--- config.mk ---
export PLATFORM = sky130hd
export DESIGN_NAME = mmio_uart_tx
export DESIGN_NICKNAME = d
export VERILOG_FILES = /design/src/rtl/uart_pkg.sv /design/src/rtl/sync_fifo.sv /design/src/rtl/mmio_uart_tx.sv
export SDC_FILE = /design/constraint.sdc
export NUM_CORES = 1
export LEC_CHECK = 0
export CORE_MARGIN = 4
export CORE_UTILIZATION = 50
export CTS_CLUSTER_DIAMETER = 80
export CTS_CLUSTER_SIZE = 28
export DETAILED_ROUTE_END_ITERATION = 10
export GPL_ROUTABILITY_DRIVEN = 0
export PLACE_DENSITY_LB_ADDON = 0.15
export SYNTH_ARGS = -nofsm -noshare
export SYNTH_HDL_FRONTEND = slang
export SYNTH_SLANG_ARGS = --single-unit
--- constraint.sdc ---
create_clock -name clk_i -period 3.36 [get_ports clk_i]
set_input_delay 0.672 -clock clk_i [delete_from_list [all_inputs] [get_ports clk_i]]
set_output_delay 0.672 -clock clk_i [all_outputs]
set_load 0.01 [all_outputs]
--- src/rtl/uart_pkg.sv ---
// Shared definitions for the memory-mapped UART transmitter: register map,
// STATUS bit positions and the serialiser state encoding.
package uart_pkg;

  localparam logic [1:0] REG_TXDATA = 2'd0;
  localparam logic [1:0] REG_STATUS = 2'd1;
  localparam logic [1:0] REG_CTRL   = 2'd2;

  localparam int ST_FULL    = 0;
  localparam int ST_EMPTY   = 1;
  localparam int ST_BUSY    = 2;
  localparam int ST_OVF     = 3;
  localparam int ST_CNT_LSB = 8;

  typedef enum logic [1:0] {
    IDLE  = 2'd0,
    START = 2'd1,
    DATA  = 2'd2,
    STOP  = 2'd3
  } tx_state_e;

endpackage

--- src/rtl/sync_fifo.sv ---
// Single-clock FIFO with wrap-bit pointers; the head entry is readable
// combinationally so the consumer can latch it on the same edge it pops.
module sync_fifo #(
  parameter int WIDTH = 8,
  parameter int DEPTH = 8,
  localparam int AW = $clog2(DEPTH)
) (
  input  logic             clk_i,
  input  logic             rst_ni,
  input  logic             push,
  input  logic             pop,
  input  logic [WIDTH-1:0] wdata,
  output logic [WIDTH-1:0] rdata,
  output logic             full,
  output logic             empty,
  output logic [AW:0]      count
);

  logic [WIDTH-1:0] mem [DEPTH];
  logic [AW:0]      wr_ptr_reg;
  logic [AW:0]      rd_ptr_reg;
  logic             do_push;
  logic             do_pop;

  assign count   = wr_ptr_reg - rd_ptr_reg;
  assign full    = (count == (AW+1)'(DEPTH));
  assign empty   = (wr_ptr_reg == rd_ptr_reg);
  assign do_pop  = pop & ~empty;
  // A full FIFO still accepts a push when the head leaves on the same edge.
  assign do_push = push & (~full | do_pop);
  assign rdata   = mem[rd_ptr_reg[AW-1:0]];

  always_ff @(posedge clk_i) begin
    if (do_push) begin
      mem[wr_ptr_reg[AW-1:0]] <= wdata;
    end
  end

  always_ff @(posedge clk_i) begin
    if (!rst_ni) begin
      wr_ptr_reg <= '0;
      rd_ptr_reg <= '0;
    end else begin
      if (do_push) wr_ptr_reg <= wr_ptr_reg + 1'b1;
      if (do_pop)  rd_ptr_reg <= rd_ptr_reg + 1'b1;
    end
  end

endmodule

--- src/rtl/mmio_uart_tx.sv ---
// Bus-attached 8N1 UART transmitter: register decode, TX FIFO, baud timing
// and the frame serialiser. Reads are combinational to match dmem timing.
module mmio_uart_tx
  import uart_pkg::*;
#(
  parameter logic [31:0] BASE_ADDR    = 32'h0000_0100,
  parameter int          CLKS_PER_BIT = 16,
  parameter int          FIFO_DEPTH   = 8
) (
  input  logic        clk_i,
  input  logic        rst_ni,
  input  logic [31:0] bus_A_i,
  input  logic [31:0] bus_WD_i,
  input  logic        bus_WE_i,
  input  logic [3:0]  bus_WMASK_i,
  output logic [31:0] bus_RD_o,
  output logic        bus_sel_o,
  output logic        tx_o
);

  localparam int BW = $clog2(CLKS_PER_BIT);
  localparam int CW = $clog2(FIFO_DEPTH) + 1;

  logic          sel;
  logic [1:0]    reg_idx;
  logic          wr_lane0;
  logic          push;
  logic          pop;
  logic [7:0]    fifo_rdata;
  logic          fifo_full;
  logic          fifo_empty;
  logic [CW-1:0] fifo_count;
  logic          enable_reg;
  logic          overflow_reg;
  tx_state_e     state_reg;
  logic [BW-1:0] baud_cnt_reg;
  logic [2:0]    bit_cnt_reg;
  logic [7:0]    shift_reg;
  logic          tx_reg;
  logic          baud_last;
  logic          unused_bits;

  assign unused_bits = ^{bus_WD_i[31:8], bus_WMASK_i[3:1], bus_A_i[1:0]};

  assign sel       = (bus_A_i[31:4] == BASE_ADDR[31:4]);
  assign reg_idx   = bus_A_i[3:2];
  assign wr_lane0  = sel & bus_WE_i & bus_WMASK_i[0];
  assign push      = wr_lane0 && (reg_idx == REG_TXDATA);
  assign baud_last = (baud_cnt_reg == BW'(CLKS_PER_BIT - 1));
  // The FIFO is only drained when a new frame can start right now.
  assign pop       = enable_reg && !fifo_empty &&
                     ((state_reg == IDLE) || ((state_reg == STOP) && baud_last));

  sync_fifo #(
    .WIDTH (8),
    .DEPTH (FIFO_DEPTH)
  ) u_fifo (
    .clk_i  (clk_i),
    .rst_ni (rst_ni),
    .push   (push),
    .pop    (pop),
    .wdata  (bus_WD_i[7:0]),
    .rdata  (fifo_rdata),
    .full   (fifo_full),
    .empty  (fifo_empty),
    .count  (fifo_count)
  );

  always_ff @(posedge clk_i) begin
    if (!rst_ni) begin
      enable_reg   <= 1'b1;
      overflow_reg <= 1'b0;
    end else begin
      if (wr_lane0 && (reg_idx == REG_CTRL)) enable_reg <= bus_WD_i[0];
      if (push && fifo_full && !pop) begin
        overflow_reg <= 1'b1;
      end else if (wr_lane0 && (reg_idx == REG_STATUS) && bus_WD_i[3]) begin
        overflow_reg <= 1'b0;
      end
    end
  end

  always_comb begin
    bus_RD_o = '0;
    if (sel) begin
      case (reg_idx)
        REG_STATUS: begin
          bus_RD_o[ST_FULL]                 = fifo_full;
          bus_RD_o[ST_EMPTY]                = fifo_empty;
          bus_RD_o[ST_BUSY]                 = (state_reg != IDLE);
          bus_RD_o[ST_OVF]                  = overflow_reg;
          bus_RD_o[ST_CNT_LSB +: 8]         = 8'(fifo_count);
        end
        REG_CTRL: bus_RD_o[0] = enable_reg;
        default:  bus_RD_o = '0;
      endcase
    end
  end

  always_ff @(posedge clk_i) begin
    if (!rst_ni) begin
      state_reg    <= IDLE;
      baud_cnt_reg <= '0;
      bit_cnt_reg  <= '0;
      shift_reg    <= '0;
      tx_reg       <= 1'b1;
    end else begin
      case (state_reg)
        IDLE: begin
          baud_cnt_reg <= '0;
          if (pop) begin
            state_reg <= START;
            shift_reg <= fifo_rdata;
            tx_reg    <= 1'b0;
          end
        end
        START: begin
          baud_cnt_reg <= baud_last ? '0 : baud_cnt_reg + 1'b1;
          if (baud_last) begin
            state_reg   <= DATA;
            bit_cnt_reg <= '0;
            tx_reg      <= shift_reg[0];
          end
        end
        DATA: begin
          baud_cnt_reg <= baud_last ? '0 : baud_cnt_reg + 1'b1;
          if (baud_last) begin
            bit_cnt_reg <= bit_cnt_reg + 1'b1;
            if (bit_cnt_reg == 3'd7) begin
              state_reg <= STOP;
              tx_reg    <= 1'b1;
            end else begin
              shift_reg <= {1'b0, shift_reg[7:1]};
              tx_reg    <= shift_reg[1];
            end
          end
        end
        STOP: begin
          baud_cnt_reg <= baud_last ? '0 : baud_cnt_reg + 1'b1;
          if (baud_last) begin
            if (pop) begin
              state_reg <= START;
              shift_reg <= fifo_rdata;
              tx_reg    <= 1'b0;
            end else begin
              state_reg <= IDLE;
            end
          end
        end
        default: state_reg <= IDLE;
      endcase
    end
  end

  assign bus_sel_o = sel;
  assign tx_o      = tx_reg;

endmodule

Word-level counts from Yosys, hierarchy flattened:

Memories as Yosys holds them, arrays and structs flattened. A register that Yosys moved wholly into a read port is not among the register bits.
Cells that the tools add are included.

* $add $sub $neg: 5
* equal/unequal tests: 16
* multiplexer cells: 33
* bitwise logic cells: 7
* reduce and logical (&&, ||, !) cells: 23

Operators with widths (number)
* 8-bit 2-to-1 mux: 4
* 28-bit by 5-bit equality test with 1-bit output (second input constant): 1
* 8-bit case mux with 3 select lines: 1
* 3-bit 2-to-1 mux: 5
* 4-bit by 1-bit adder with 4-bit output (second input constant): 3
* 12-bit 2-to-1 mux: 1
* 2-bit != test (second input constant): 6
* 1-bit 2-to-1 mux: 10
* 2-bit 2-to-1 mux: 5
* 1-bit logical AND: 9
* 4-bit equality test (second input constant): 2
* 4-bit 2-to-1 mux: 2
* 2-bit case mux with 4 select lines: 1
* 4-bit case mux with 2 select lines: 1
* 2-bit equality test (second input constant): 3
* 3-bit case mux with 2 select lines: 1
* 3-bit AND reduction: 2
* 2-bit nonzero test: 3
* 5-bit AND reduction: 1
* 1-bit bitwise AND: 4
* 2-bit by 1-bit equality test with 1-bit output (second input constant): 2
* 4-bit equality test: 1
* 2-bit logical NOT: 2
* 1-bit case mux with 4 select lines: 1
* other kinds (11): 13

* register bits after elaboration: 28
* RAM bits: 64
* bits of input ports: 71
* output and inout bits: 34
* word-level logic and storage cells: 94
* memories kept: 1

Memories
* u_fifo.mem: words 8, bits a word 8, read ports 1, clocked after Yosys merged registers in 1, write ports 1, RTL line sync_fifo.sv:19 `logic [WIDTH-1:0] mem [DEPTH];`

Logic depth before layout (Yosys ltp):

* depth in word-level cells: 9
* mapped depth: 10
* mapped depth without buffers: 9

By module:

Synthesis repeated with hierarchy kept, for this count alone.

* cell total of the unflattened synthesis: 348
* area total of the unflattened synthesis: 4554.4 sq um

By module, submodules not included
* sync_fifo: times used 1, cells an instance 167, area each 3039.2 sq um, seq. area each 2142.1 sq um
* mmio_uart_tx: times used 1, cells an instance 181, area each 1515.2 sq um, seq. area each 400.4 sq um

Worst setup path after synthesis:

OpenSTA, ideal clock, no wires.

* kind: register to register
* start: register u_fifo.wr_ptr_reg[0]
* end: memory u_fifo.mem[0][0], enable pin
* setup time: 395 ps
* arrival time: 2671 ps
* data required time: 2965 ps
* setup slack: 295 ps
* stages on the path, launching flop included: 11
* buffers on the path: 1
* period minus slack after synthesis: 3065 ps
* cells stage by stage: dfxtp_1 inv_1 ha_1 inv_1 fa_1 xnor2_1 and3b_2 nor4bb_4 nand2b_1 buf_6 nor4_1

* longest elaborated chain between the ends: 9
* elaborated cells between the ends (all ways): 13
* classes of those cells: 1 x add/sub; 2 x eq/ne; 2 x mux; 5 x bitwise; 3 x reduce/logical

Ends and longest elaborated chain
* from (decl): RTL line sync_fifo.sv:20 `logic [AW:0] wr_ptr_reg;`
* from (signal assigned): RTL line sync_fifo.sv:44 `if (do_push) wr_ptr_reg <= wr_ptr_reg + 1'b1;`
* parallel branches: the longest is 9 deep, another holds 4-bit subtractor
* to (decl): RTL line sync_fifo.sv:19

Parallel ways; which one is timed is not known.

Worst setup path after layout:

* start: input bus_A_i[27]
* end: output bus_RD_o[1]

* longest elaborated chain between the ends: 2

Ends and longest elaborated chain
* from (decl): RTL line mmio_uart_tx.sv:12 `input logic [31:0] bus_A_i,`
* 28-bit by 5-bit equality test with 1-bit output: RTL line mmio_uart_tx.sv:45 `assign sel = (bus_A_i[31:4] == BASE_ADDR[31:4]);`
* 12-bit 2-to-1 mux: RTL line mmio_uart_tx.sv:85 `if (sel) begin`
* to (decl): RTL line mmio_uart_tx.sv:16 `output logic [31:0] bus_RD_o,`

No other way between the ends.

==> results.json <==
{
  "worst_path_most_repeated_cell": "clkdlybuf4s50_1",
  "async_flop_share": 0,
  "clkSinkCount": 95,
  "cap_violations": 0,
  "vias": 2748,
  "wl_met3_um": 566,
  "drt_iter0_markers": 141,
  "finalWorstSetupSlack_ps": 162,
  "io_pins": 105,
  "ys_seq_area_frac": 0.575,
  "clock.fmax_ghz": 0.313,
  "worst-path-buf-inv": 2,
  "postCtsSetupRepairBufs": 0,
  "routed.top_layer": "met4",
  "finClkSkew_ps": 13.1,
  "fp.dieW_um": 102,
  "critPathMaxFanout": 5,
  "cts_buffers": 9,
  "overflow": 0,
  "setup_tns_ps": 0,
  "clk_pin_slew_ps": 100,
  "required_ps": 2690,
  "p_leak_nw": 1.81,
  "hold_violations": 0,
  "synth_edf_count": 64,
  "num_rows": 34,
  "hp-class": "reg -> reg",
  "worst_slew_margin_rel": 0.451,
  "clk_latency_ps": 360,
  "fillers": 704,
  "switching_share": 0.279,
  "cts_tree": "built",
  "io_buffers": 51,
  "ys.flop_type": "edfxtp_1",
  "firstDrtPassIters": 4,
  "crit_family": "buffers and inverters",
  "m1WireLength_mm": 3.42,
  "synth.distinct_cells": 50,
  "drive_gt1_frac": 0.146,
  "grt.total_usage": 0.165,
  "finalPower_mw": 2.52,
  "wl_met2_mm": 4.15,
  "status": "complete, no violations",
  "ir_drop_v": 0.000329,
  "htreeDepth": 3,
  "chipHeight_um": 102,
  "largest_register_ffs": 64,
  "intPower_mw": 1.82,
  "pwr-share-seq": 0.518,
  "fin_hold_ws_ps": 464,
  "initial_core_util": 0.510,
  "dp_hpwl_mm": 5.84,
  "cts_root_buf": "clkbuf_8",
  "synth_cells": 341,
  "synth_seq_cells": 95,
  "grt_pass1_wl_mm": 13.0,
  "area_delta_synth_final_pct": 17.7,
  "critPathLaunchType": "primary input",
  "path_cells": "clkdlybuf4s50_1 > nor4_1 > and3_2 > nand3_2 > nor3_2 > clkdlybuf4s50_1",
  "slowest_stage": "clkdlybuf4s50_1",
  "routed_wl_mm": 8.18,
  "pwr-share-comb": 0.212,
  "drc_errors": 0,
  "avgViaCountPerCell": 5.37,
  "worstMarginPinSlew_ps": 823,
  "rsz0062_at_grt": "false",
  "clk_path_buf_depth": 2,
  "nNetsFinal": 487,
  "clkPwrFrac": 0.271,
  "setup_viol": 0,
  "arrival_ps": 2530,
  "syn_area_mm2": 0.00442,
  "antenna_found_initial": 0,
  "layout_min_cycle_time_ps": 3200,
  "syn_avg_cell_area_um2": 13.0,
  "grt_pass1_vias": 2629,
  "critPathMaxStageDelay_ps": 550,
  "drv_slew": 0,
  "yosysWarnings": 0,
  "endpoint_kind": "output pin",
  "antenna_cells": 0,
  "min_period_over_period": 0.952,
  "core-area_mm2": 0.00868,
  "wl_per_cell_um": 16.0,
  "p_switching_mw": 0.703,
  "pwr_density_cell_mw_per_mm2": 485,
  "grt_max_degree": 26,
  "dieArea_mm2": 0.0104,
  "dpl_worst_slack_ps": -40.3,
  "path_class": "in -> out",
  "ant_nets": 0
}
==> worst reg2reg max path: cells and delay by family, from the launching register on <==
kind	cells	cell delay, ps
xor+xnor	1	150
fa+ha+maj	2	540
buf+inv	3	420
flops	1	370
simple gates	4	1040
==> layout by cell type (no fill, tap or decap), drive strengths merged, types with 5 or more instances in the layout <==
cell / count
mux2i: 13
o22ai: 7
conb: 24
nand3: 9
clkbuf: 9
buf: 11
dfxtp: 31
inv: 17
edfxtp: 64
mux4: 16
a21oi: 16
ha: 16
nand2: 22
o21ai: 5
clkdlybuf4s50: 50
and3: 8
nor4: 13
nor2: 27
==> cells by family after synthesis <==
group	synth area share
xor+xnor	0.0156
other cells	0.000848
buf+inv	0.0685
mux	0.111
flops	0.575
compound gates	0.0591
simple gates	0.121
fa+ha+maj	0.0498
==> metal layers <==
metal | up-vias | global-route usage
li1 | 1339 | -
met1 | 1330 | 0.211
met2 | 77 | 0.273
met3 | 2 | 0.0498
met4 | 0 | 0.0474
met5 | - | 0
==> cells in the mapped netlist, drive strengths merged, types with 2 or more instances <==
cell	instances	share of area
and4	2	0.0042
nor4	13	0.018
ha	16	0.045
a21oi	16	0.018
xnor2	4	0.0079
o22ai	7	0.0099
buf	30	0.050
nor2	27	0.023
mux4	16	0.081
nand4	4	0.0057
o21bai	2	0.0034
xor2	3	0.0076
nand3	9	0.010
nor2b	2	0.0028
clkbuf	8	0.0076
nand3b	2	0.0034
dfxtp	31	0.14
nor3	4	0.0045
mux2i	13	0.029
edfxtp	64	0.43
or4	2	0.0034
inv	13	0.011
o31ai	3	0.0082
and3	8	0.012
nand2	22	0.019
o21ai	5	0.0057
==> power groups by stage <==
stage | clock [mW] | combinational, mW | sequential [mW]
after floorplan | 0 | 0.419 | 1.33
after global placement | 0 | 0.524 | 1.33
after detailed placement | 0 | 0.534 | 1.33
after CTS | 0.709 | 0.537 | 1.31
after global routing | 0.752 | 0.587 | 1.31
final | 0.684 | 0.534 | 1.31
==> metrics by stage <==
step | std cells | utilization | area, um2
2_1_floorplan | 364 | - | 4510
3_3_place_gp | 496 | 0.574 | 4980
3_5_place_dp | 496 | 0.574 | 4980
4_1_cts | 512 | 0.596 | 5170
5_1_grt | 512 | 0.600 | 5200
6_report | 512 | 0.600 | 5200
==> final cells by class <==
type | instances | area [um2] | area share
sequential | 95 | 2540 | 0.489
multi-input combinational | 218 | 1710 | 0.328
timing repair buffer | 62 | 592 | 0.114
tap | 108 | 135 | 0.0260
clock buffer | 9 | 124 | 0.0238
clock inverter | 7 | 53.8 | 0.0103
inverter | 13 | 48.8 | 0.00938
==> path summary, 6_finish.rpt <==
path | from | to | slack [ps] | cells after the start
max reg2reg | u_fifo.wr_ptr_reg[0] | u_fifo.mem[2][0] | 550 | 10
max | bus_A_i[27] | bus_RD_o[1] | 160 | 6
min reg2reg | baud_cnt_reg[0] | baud_cnt_reg[0] | 460 | 1
min | baud_cnt_reg[0] | baud_cnt_reg[0] | 460 | 1
==> repair_timing <==
action                                  4_1_cts  5_1_grt
resized for setup                             5        6
endpoints found under the setup margin        2        7
hold buffers                                  0        0
pin swaps                                     1        0
cloned                                        0        0
(Power assumes the default switching activity.)
